**config.mk**
```make
export PLATFORM = sky130hd
export DESIGN_NAME = chngy_fetch_ctrl
export DESIGN_NICKNAME = d
export VERILOG_FILES = /design/src/rtl/chngy_fetch_ctrl.sv
export SDC_FILE = /design/constraint.sdc
export NUM_CORES = 1
export LEC_CHECK = 0
export CAP_MARGIN = 30
export CORE_ASPECT_RATIO = 0.9
export CORE_MARGIN = 2
export CORE_UTILIZATION = 40
export DETAILED_ROUTE_END_ITERATION = 10
export DONT_BUFFER_PORTS = 1
export PLACE_DENSITY = 0.51
export SETUP_SLACK_MARGIN = 0.5
export SYNTH_ARGS = -nofsm -noshare
export SYNTH_HDL_FRONTEND = slang
export SYNTH_SLANG_ARGS = --single-unit
```
**constraint.sdc**
```tcl
create_clock -name clock -period 2.5 [get_ports clock]
set_input_delay 0.375 -clock clock [delete_from_list [all_inputs] [get_ports clock]]
set_output_delay 0.375 -clock clock [all_outputs]
set_load 0.01 [all_outputs]
```
**src/rtl/chngy_fetch_ctrl.sv**
```systemverilog
// Change-in-Y sequencer: walks Y_ii, Y_jj, Y_ij, Y_ji through read, calc and write-back.
// Latency: 3 cycles + calc time per element. Accepts a new record only when idle (chg_ready).
module chngy_fetch_ctrl #(
    parameter int N_BUS   = 4,
    parameter int ADDR_W  = 4,
    parameter int IDX_W   = 2,
    parameter int TIMEOUT = 64
) (
    input  logic              clock,
    input  logic              reset,
    input  logic              chg_valid,
    output logic              chg_ready,
    input  logic [IDX_W-1:0]  chg_row,
    input  logic [IDX_W-1:0]  chg_col,
    input  logic [47:0]       chg_dy,
    output logic              ymem_rd_en,
    output logic [ADDR_W-1:0] ymem_rd_addr,
    input  logic [47:0]       ymem_rd_data,
    output logic              ymem_wr_en,
    output logic [ADDR_W-1:0] ymem_wr_addr,
    output logic [47:0]       ymem_wr_data,
    output logic              calc_en,
    output logic [47:0]       calc_y1,
    output logic [47:0]       calc_y2,
    input  logic              calc_done,
    input  logic [47:0]       calc_result,
    output logic              busy,
    output logic              upd_done,
    output logic              err_range,
    output logic              err_timeout
);

    localparam int CNT_W = $clog2(TIMEOUT + 1);
    localparam logic [IDX_W:0]    LP_NB_IDX = N_BUS[IDX_W:0];
    localparam logic [ADDR_W-1:0] LP_NB_ADR = N_BUS[ADDR_W-1:0];
    localparam logic [CNT_W-1:0]  LP_TMAX   = CNT_W'(TIMEOUT - 1);

    typedef enum logic [2:0] {S_IDLE, S_RD, S_WAIT, S_EXEC, S_WB} state_t;

    state_t             r_state, w_next;
    logic [IDX_W-1:0]   r_row, r_col;
    logic [47:0]        r_dy, r_y1, r_y2, r_res;
    logic [1:0]         r_k;
    logic [CNT_W-1:0]   r_cnt;
    logic               r_ready, r_upd_done, r_err_range, r_err_tmo;

    logic               w_accept, w_in_range, w_last, w_tmo;
    logic [IDX_W-1:0]   w_erow, w_ecol;
    logic [ADDR_W-1:0]  w_addr;
    logic [47:0]        w_dy_sel;

    // Saturating two's-complement negate of one 24-bit half.
    function automatic logic [23:0] neg24(input logic [23:0] v);
        return (v == 24'h800000) ? 24'h7FFFFF : (~v + 24'd1);
    endfunction

    assign w_accept   = chg_valid && r_ready && (r_state == S_IDLE);
    assign w_in_range = ({1'b0, chg_row} < LP_NB_IDX) && ({1'b0, chg_col} < LP_NB_IDX);
    assign w_last     = (r_row == r_col) || (r_k == 2'd3);
    assign w_tmo      = (r_state == S_EXEC) && !calc_done && (r_cnt == LP_TMAX);

    // k0 (i,i), k1 (j,j), k2 (i,j), k3 (j,i); off-diagonal elements take -dy.
    assign w_erow   = (r_k == 2'd1 || r_k == 2'd3) ? r_col : r_row;
    assign w_ecol   = (r_k == 2'd0 || r_k == 2'd3) ? r_row : r_col;
    assign w_addr   = ADDR_W'(w_erow) * LP_NB_ADR + ADDR_W'(w_ecol);
    assign w_dy_sel = r_k[1] ? {neg24(r_dy[47:24]), neg24(r_dy[23:0])} : r_dy;

    always_comb begin
        w_next = r_state;
        case (r_state)
            S_IDLE: if (w_accept && w_in_range) w_next = S_RD;
            S_RD:   w_next = S_WAIT;
            S_WAIT: w_next = S_EXEC;
            S_EXEC: begin
                if (calc_done)  w_next = S_WB;
                else if (w_tmo) w_next = S_IDLE;
            end
            S_WB:   w_next = w_last ? S_IDLE : S_RD;
            default: w_next = S_IDLE;
        endcase
    end

    always_ff @(posedge clock) begin
        if (!reset) begin
            r_state     <= S_IDLE;
            r_row       <= '0;
            r_col       <= '0;
            r_dy        <= '0;
            r_y1        <= '0;
            r_y2        <= '0;
            r_res       <= '0;
            r_k         <= '0;
            r_cnt       <= '0;
            r_ready     <= 1'b0;
            r_upd_done  <= 1'b0;
            r_err_range <= 1'b0;
            r_err_tmo   <= 1'b0;
        end else begin
            r_state     <= w_next;
            r_ready     <= (w_next == S_IDLE);
            r_upd_done  <= (r_state == S_WB) && w_last;
            r_err_range <= w_accept && !w_in_range;
            r_err_tmo   <= w_tmo;
            r_cnt       <= (r_state == S_EXEC) ? r_cnt + 1'b1 : '0;
            if (w_accept) begin
                r_row <= chg_row;
                r_col <= chg_col;
                r_dy  <= chg_dy;
                r_k   <= 2'd0;
            end
            if (r_state == S_WAIT) begin
                r_y1 <= ymem_rd_data;
                r_y2 <= w_dy_sel;
            end
            if (r_state == S_EXEC && calc_done) r_res <= calc_result;
            if (r_state == S_WB && !w_last) r_k <= r_k + 2'd1;
        end
    end

    assign chg_ready    = r_ready;
    assign busy         = (r_state != S_IDLE);
    assign ymem_rd_en   = (r_state == S_RD);
    assign ymem_rd_addr = ymem_rd_en ? w_addr : '0;
    assign ymem_wr_en   = (r_state == S_WB);
    assign ymem_wr_addr = ymem_wr_en ? w_addr : '0;
    assign ymem_wr_data = ymem_wr_en ? r_res : '0;
    assign calc_en      = (r_state == S_EXEC);
    assign calc_y1      = r_y1;
    assign calc_y2      = r_y2;
    assign upd_done     = r_upd_done;
    assign err_range    = r_err_range;
    assign err_timeout  = r_err_tmo;

endmodule
```
==> results of run 1 <==
layout make-up:
class	count	area [um2]
fillers	2041	10400
multi-input cells	704	4430
flip-flops and latches	211	4250
repair buffers	113	1210
clock buffers	34	667
well taps	291	364
clock inverters	4	45.0
inverters	10	42.5
diodes	1	2.50
power by group:
part           leakage (nW)  switching, mW  internal (mW)  total, mW
registers              1.72          0.279           3.58       3.86
logic                  2.08          0.697          0.529       1.23
clock network         0.352           1.33           1.93       3.26
total                  4.15           2.30           6.04       8.34
state kept, by name, indices dropped and copies added, names as in the netlist:
signal       flops
r_cnt            7
r_state          3
upd_done         1
r_col            2
chg_ready        1
r_res           48
err_timeout      1
calc_y1         48
r_k              2
r_dy            48
calc_y2         48
r_row            2
metrics by stage:
step / utilization (%) / instance area, um2 / hold slack, ns
finish: 51.3 / 11000 / 0.0134
CTS: 50.3 / 10800 / 0.000263
global placement: 41.9 / 8990 / 0.437
detailed placement: 41.9 / 8990 / 0.446
global route: 51.3 / 11000 / 0.00333
floorplan: - / 8700 / 0.418
how the worst max path moves through the flow:
| stage | startpoint | end | slack, ns | depth (start not counted) |
|---|---|---|---|---|
| floorplan | r_dy[43]$_SDFFE_PN0P_ | calc_y2[46]$_SDFFE_PN0N_ | 0.33 | 5 |
| global placement | r_dy[24]$_SDFFE_PN0P_ | calc_y2[46]$_SDFFE_PN0N_ | 0.20 | 7 |
| detailed placement | r_dy[24]$_SDFFE_PN0P_ | calc_y2[46]$_SDFFE_PN0N_ | 0.19 | 7 |
| CTS | r_dy[43]$_SDFFE_PN0P_ | calc_y2[46]$_SDFFE_PN0N_ | 0.32 | 5 |
| global route | r_dy[43]$_SDFFE_PN0P_ | calc_y2[46]$_SDFFE_PN0N_ | 0.23 | 5 |
| finish | r_dy[43]$_SDFFE_PN0P_ | calc_y2[46]$_SDFFE_PN0N_ | 0.30 | 5 |
metal layers:
layer / wire length [um] / global-route usage (%)
met1: 11400 / 26.9
met5: 0 / 0
met4: 612 / 5.60
met3: 1940 / 5.80
met2: 11600 / 34.0
logic make-up (layout without fill, tap and decap cells):
logic type	after synthesis	in the layout	share of synthesized area [%]
muxes	8	8	0.937
DFF	211	211	48.7
xor gates and xnor gates	42	42	4.24
and+or+nand+nor	357	357	19.1
AOI/OAI and AO/OA	291	291	22.5
other	1	2	0.0432
buffers and inverters	89	161	3.89
adders and majority gates	5	5	0.721
placed cells by master (no fill, tap or decap), drive strengths merged, types with 14 or more instances in the layout:
master       count
a21boi          75
buf             30
xor2            34
nand2          215
clkbuf          36
dfxtp          211
dlygate4sd3     79
o31ai           14
a22o            48
and3            52
o21ai           56
nor2            28
a21oi           73
repair_timing:
item	CTS	global route
pin swaps	8	10
endpoints found under the hold margin	82	0
endpoints found under the setup margin	107	44
hold buffers	79	0
buffers inserted	6	5
gates resized for setup	43	24
gates cloned	2	3
==> run summary, run 1 <==
number of antenna-violating nets in the routed design - 0
max_cap viols - 0
hold path cells - 2
clk sinks - 211
FMAX - 455 MHz
Final Max Tran Viols - 0
Yosys top cell area share - 48.7%
RSZ-0062 raised after global routing - true
vias in the first global route - 7041
Unique masters post-synth - 45
first drt pass iteration count - 6
Vias - 7339
Post-Syn Area - 8680 um2
Worst R2R Path Depth - 5
layout cell share with drive strength beyond 1 - 12.1%
worst hold path endpoint - calc_y1[3]$_SDFFE_PN0N_
Setup Crit Path Kind - flop to flop
static leakage power - 4.15 nW
cell taking the most area after synthesis - dfxtp_1
grt ovf - 0
fin crit period - 2.20 ns
die extent in x - 159 um
gr usage total - 20.7%
first-pass GRT wire length - 39000 um
Seq/Total Area, Yosys - 48.7%
yosys warns - 0
CP Buf/Inv Count - 0
fin cells - 1368
number of remaining DRC errors - 0
detailed placement HPWL - 15600 um
Area Growth Syn to Fin - 26.7%
# port buffers - 0
r2r setup slk - 0.30 ns
Reg clk slew, reported paths - 0.06 ns
Placer Congestion - 0.762
Synth Area per Inst - 8.65 um2
worst setup margin - 0.304 ns
Placeable Area - 21400 um2
Max clock buf depth - 3
CTS tree - built
Synth top cells by count - nand2_1, dfxtp_1, a21boi_0, clkbuf_1, a21oi_1
worst path cell trace - or4_4, or4_4, or3_1, o31ai_2, a2111oi_2
Worst Hold Class - input pin to flop
initial antenna violation count - 1
crit-path leading delay family - simple AND/OR/NAND/NOR gates
Worst EP required - 2.87 ns
Hold Crit Start - ymem_rd_data[3]
Worst EP arrival - 2.57 ns
status - finished clean
fin crit share - 87.8%
flops & latches, synth - 211
CTS Buf Count - 23
total power - 8.34 mW
ys flop type - dfxtp_1
Slew headroom - 57.1%
pre-CTS WS - 0.187 ns
die area - 22900 um2
Synth Instances - 1004
initial core utilization - 40.5%
# rows - 51
Worst-Skew Late Latency - 0.50 ns
cell mode on critical path - or4_4
top-count cell post-synth - nand2_1
drt wl/cell - 18.6 um
pwr dens - 758 nW/um2
asr flop ratio synth - 0%
Fin Setup TNS - 0 ns
DR iter-0 viols - 406
Worst-Margin Slew - 0.644 ns
Final Setup Violations - 0
mean number of vias per cell - 5.36
Root Buffer Master - clkbuf_16
Critical Path Start Type - flop
FF-to-FF Start - r_dy[43]$_SDFFE_PN0P_
largest net degree at the start of global routing - 123
Total Wirelength - 25500 um
Synth Net Count - 1161
Setup Skew - 0.00814 ns
synth top area cells - dfxtp_1, nand2_1, a21boi_0
die height - 144 um
r2r endpoint - calc_y2[46]$_SDFFE_PN0N_
Hold Vio Cnt, Final - 0
CP Capture Type - flop
Post-Place Cells - 1234
crit-path max FO - 3
# IOs - 312
Max rail drop VDD - 0.406 mV
Slowest cell on crit path - or4_4
Nets - 1220
Post-synth EDFFs - 0
H-tree Lvls - 1
CP max stage delay - 0.56 ns
(Power assumes the default switching activity.)
==> run 2, diff against run 1 <==
--- a/config.mk
+++ b/config.mk
@@ -5,13 +5,13 @@
 export SDC_FILE = /design/constraint.sdc
 export NUM_CORES = 1
 export LEC_CHECK = 0
+export ABC_CLOCK_PERIOD_IN_PS = 2500
 export CAP_MARGIN = 30
 export CORE_ASPECT_RATIO = 0.9
 export CORE_MARGIN = 2
 export CORE_UTILIZATION = 40
 export DETAILED_ROUTE_END_ITERATION = 10
-export DONT_BUFFER_PORTS = 1
-export PLACE_DENSITY = 0.51
+export PLACE_DENSITY = 0.7
 export SETUP_SLACK_MARGIN = 0.5
 export SYNTH_ARGS = -nofsm -noshare
 export SYNTH_HDL_FRONTEND = slang
==> run summary, run 2 (synthesized netlist as in run 1, its figures left out) <==
Max rail drop VDD - 0.420 mV (+3.5%)
Critical Path Start Type - flop
commonest non-fill, non-tap cell in the layout - clkdlybuf4s50_1
RSZ-0062 raised after global routing - true
hold path cells - 2 (unchanged)
Worst-Skew Late Latency - 0.51 ns (about the same)
CP Capture Type - flop
worst hold path endpoint - r_col[0]$_SDFFE_PN0P_
Placeable Area - 21400 um2 (unchanged)
P_int - 6.74 mW (+12%)
r2r endpoint - calc_y2[46]$_SDFFE_PN0N_
die height - 144 um (unchanged)
detailed placement HPWL - 18000 um (+15%)
pwr dens - 668 nW/um2 (-12%)
first drt pass iteration count - 4 (-2)
crit-path max FO - 3 (unchanged)
layout cell share with drive strength beyond 1 - 18.7% (+6.6 points)
Slew headroom - 59.5% (+2.4 points)
Worst R2R Path Depth - 5 (unchanged)
r2r setup slk - 0.25 ns (-0.05 ns)
FMAX - 445 MHz (-2.2%)
Worst EP arrival - 2.63 ns (+0.06 ns)
Root Buffer Master - clkbuf_16
clock power share - 37.9% (-1.1 points)
Setup Skew - 0.0167 ns (+0.00855 ns)
Reg clk slew, reported paths - 0.06 ns (about the same)
mean number of vias per cell - 5.13 (-4.3%)
Worst-Margin Slew - 0.601 ns (-0.0421 ns)
CTS Hold Bufs - 0 (-100%)
total power - 9.26 mW (+11%)
sequential power share - 40.7% (-5.6 points)
number of antenna diodes - 0 (-1)
Sw Ratio - 27.2% (-0.36 points)
drt wl/cell - 16.7 um (-10%)
Setup Crit Path Kind - flop to flop
Final Instance Area - 13900 um2 (+26%)
Placer Congestion - 0.824 (+8.1%)
commonest non-fill, non-tap cells in the layout - clkdlybuf4s50_1, nand2_1, dfxtp_1
initial antenna violation count - 0 (-1)
H-tree Lvls - 1 (unchanged)
P_sw - 2.52 mW (+9.6%)
worst hold slack - 0.174 ns (+0.161 ns)
crit-path leading delay family - simple AND/OR/NAND/NOR gates
status - finished clean
Final Setup Violations - 0 (unchanged)
Max clock buf depth - 3 (unchanged)
CP Buf/Inv Count - 0 (unchanged)
worst path cell trace - or4_4, or4_4, or3_4, o31ai_4, a2111oi_2
Area Growth Syn to Fin - 59.6%
Fin Setup TNS - 0 ns (unchanged)
CP max stage delay - 0.57 ns (about the same)
FF-to-FF Start - r_dy[43]$_SDFFE_PN0P_
gr usage total - 22.1% (+1.4 points)
number of remaining DRC errors - 0 (unchanged)
Hold Vio Cnt, Final - 0 (unchanged)
CTS Buf Count - 24 (+4.3%)
DR iter-0 viols - 438 (+7.9%)
fin crit share - 89.8% (+2.0 points)
static leakage power - 5.28 nW (+27%)
Placed Area - 12200 um2 (+36%)
die area - 22900 um2 (unchanged)
Gate power share - 21.5% (+6.8 points)
initial core utilization - 40.5% (unchanged)
Final Max Tran Viols - 0 (unchanged)
grt ovf - 0 (unchanged)
clk sinks - 211 (unchanged)
Util after Layout - 64.6% (+13 points)
number of antenna-violating nets in the routed design - 0 (unchanged)
Worst Hold Class - input pin to flop
die extent in x - 159 um (unchanged)
max_cap viols - 0 (unchanged)
Nets - 1480 (+21%)
CTS tree - built
Worst EP required - 2.88 ns (about the same)
Total Wirelength - 27300 um (+6.9%)
first-pass GRT wire length - 41600 um (+6.9%)
fin crit period - 2.25 ns (+0.0498 ns)
Vias - 8370 (+14%)
# IOs - 312 (unchanged)
cell mode on critical path - or4_4
vias in the first global route - 7949 (+13%)
Hold Crit Start - reset
largest net degree at the start of global routing - 90 (-27%)
Slowest cell on crit path - or4_4
# port buffers - 310 (+310)
# rows - 51 (unchanged)
Filler cells - 1787 (-12%)
[run 2: cell count changes in the layout (fill, tap and decap cells not counted), moves of 4 or more]
| cell | delta |
|---|---|
| and3_1 | -32 |
| buf_2 | +9 |
| buf_6 | +47 |
| buf_16 | +5 |
| and3_4 | +32 |
| clkbuf_2 | +13 |
| buf_4 | +10 |
| dlygate4sd3_1 | -79 |
| dfxtp_2 | -4 |
| nor2_4 | -5 |
| nor2_1 | +6 |
| clkdlybuf4s50_1 | +250 |
[run 2: worst max path at each step]
stage                          start                  endpoint  slack [ns]  cells past startpoint
2_1_floorplan  r_dy[43]$_SDFFE_PN0P_  calc_y2[46]$_SDFFE_PN0N_        0.33                      5
3_3_place_gp               calc_done    r_res[18]$_SDFFE_PN0P_        0.27                      4
3_5_place_dp   r_dy[43]$_SDFFE_PN0P_  calc_y2[46]$_SDFFE_PN0N_        0.26                      5
4_1_cts          r_k[1]$_SDFFE_PN0P_           ymem_wr_addr[3]        0.24                      7
5_1_grt        r_dy[43]$_SDFFE_PN0P_  calc_y2[46]$_SDFFE_PN0N_        0.22                      5
6_report       r_dy[43]$_SDFFE_PN0P_  calc_y2[46]$_SDFFE_PN0N_        0.25                      5
[run 2: through the flow]
stage / std cells / worst slack (ns)
final: 1630 / 0.254
after global routing: 1630 / 0.218
after CTS: 1619 / 0.236
after detailed placement: 1555 / 0.257
after global placement: 1553 / 0.272
after floorplan: 1004 / 0.335
[run 2: layout make-up]
type                       count  area, um2  area share, %
sequential                   211       4250           30.6
clock buffer                  38        734           5.30
multi-input combinational    704       4630           33.4
inverter                      10       42.5          0.307
clock inverter                 4       58.8          0.424
tap                          291        364           2.63
timing repair buffer         372       3780           27.3
[run 2: repair_timing]
item | 4_1_cts | 5_1_grt
setup endpoints to repair | 106 | 104
setup buffers | 18 | 11
gates resized for setup | 246 | 133
gates cloned | 4 | 0
pin swaps | 13 | 22
[run 2: metal layers]
layer / vias up / GRT usage [%] / wire [um]
met2: 239 / 37.8 / 13100
li1: 4148 / - / -
met3: 31 / 4.82 / 1480
met5: - / 0 / 0
met4: 0 / 5.65 / 476
met1: 3952 / 28.4 / 12300
[run 2: power by group through the flow]
stage	Clock (mW)	Combinational [mW]	Sequential [mW]
3_5_place_dp	0	1.61	3.82
2_1_floorplan	0	0.724	3.85
6_report	3.51	1.99	3.76
4_1_cts	3.57	1.85	3.76
5_1_grt	3.69	2.15	3.79
3_3_place_gp	0	1.59	3.82
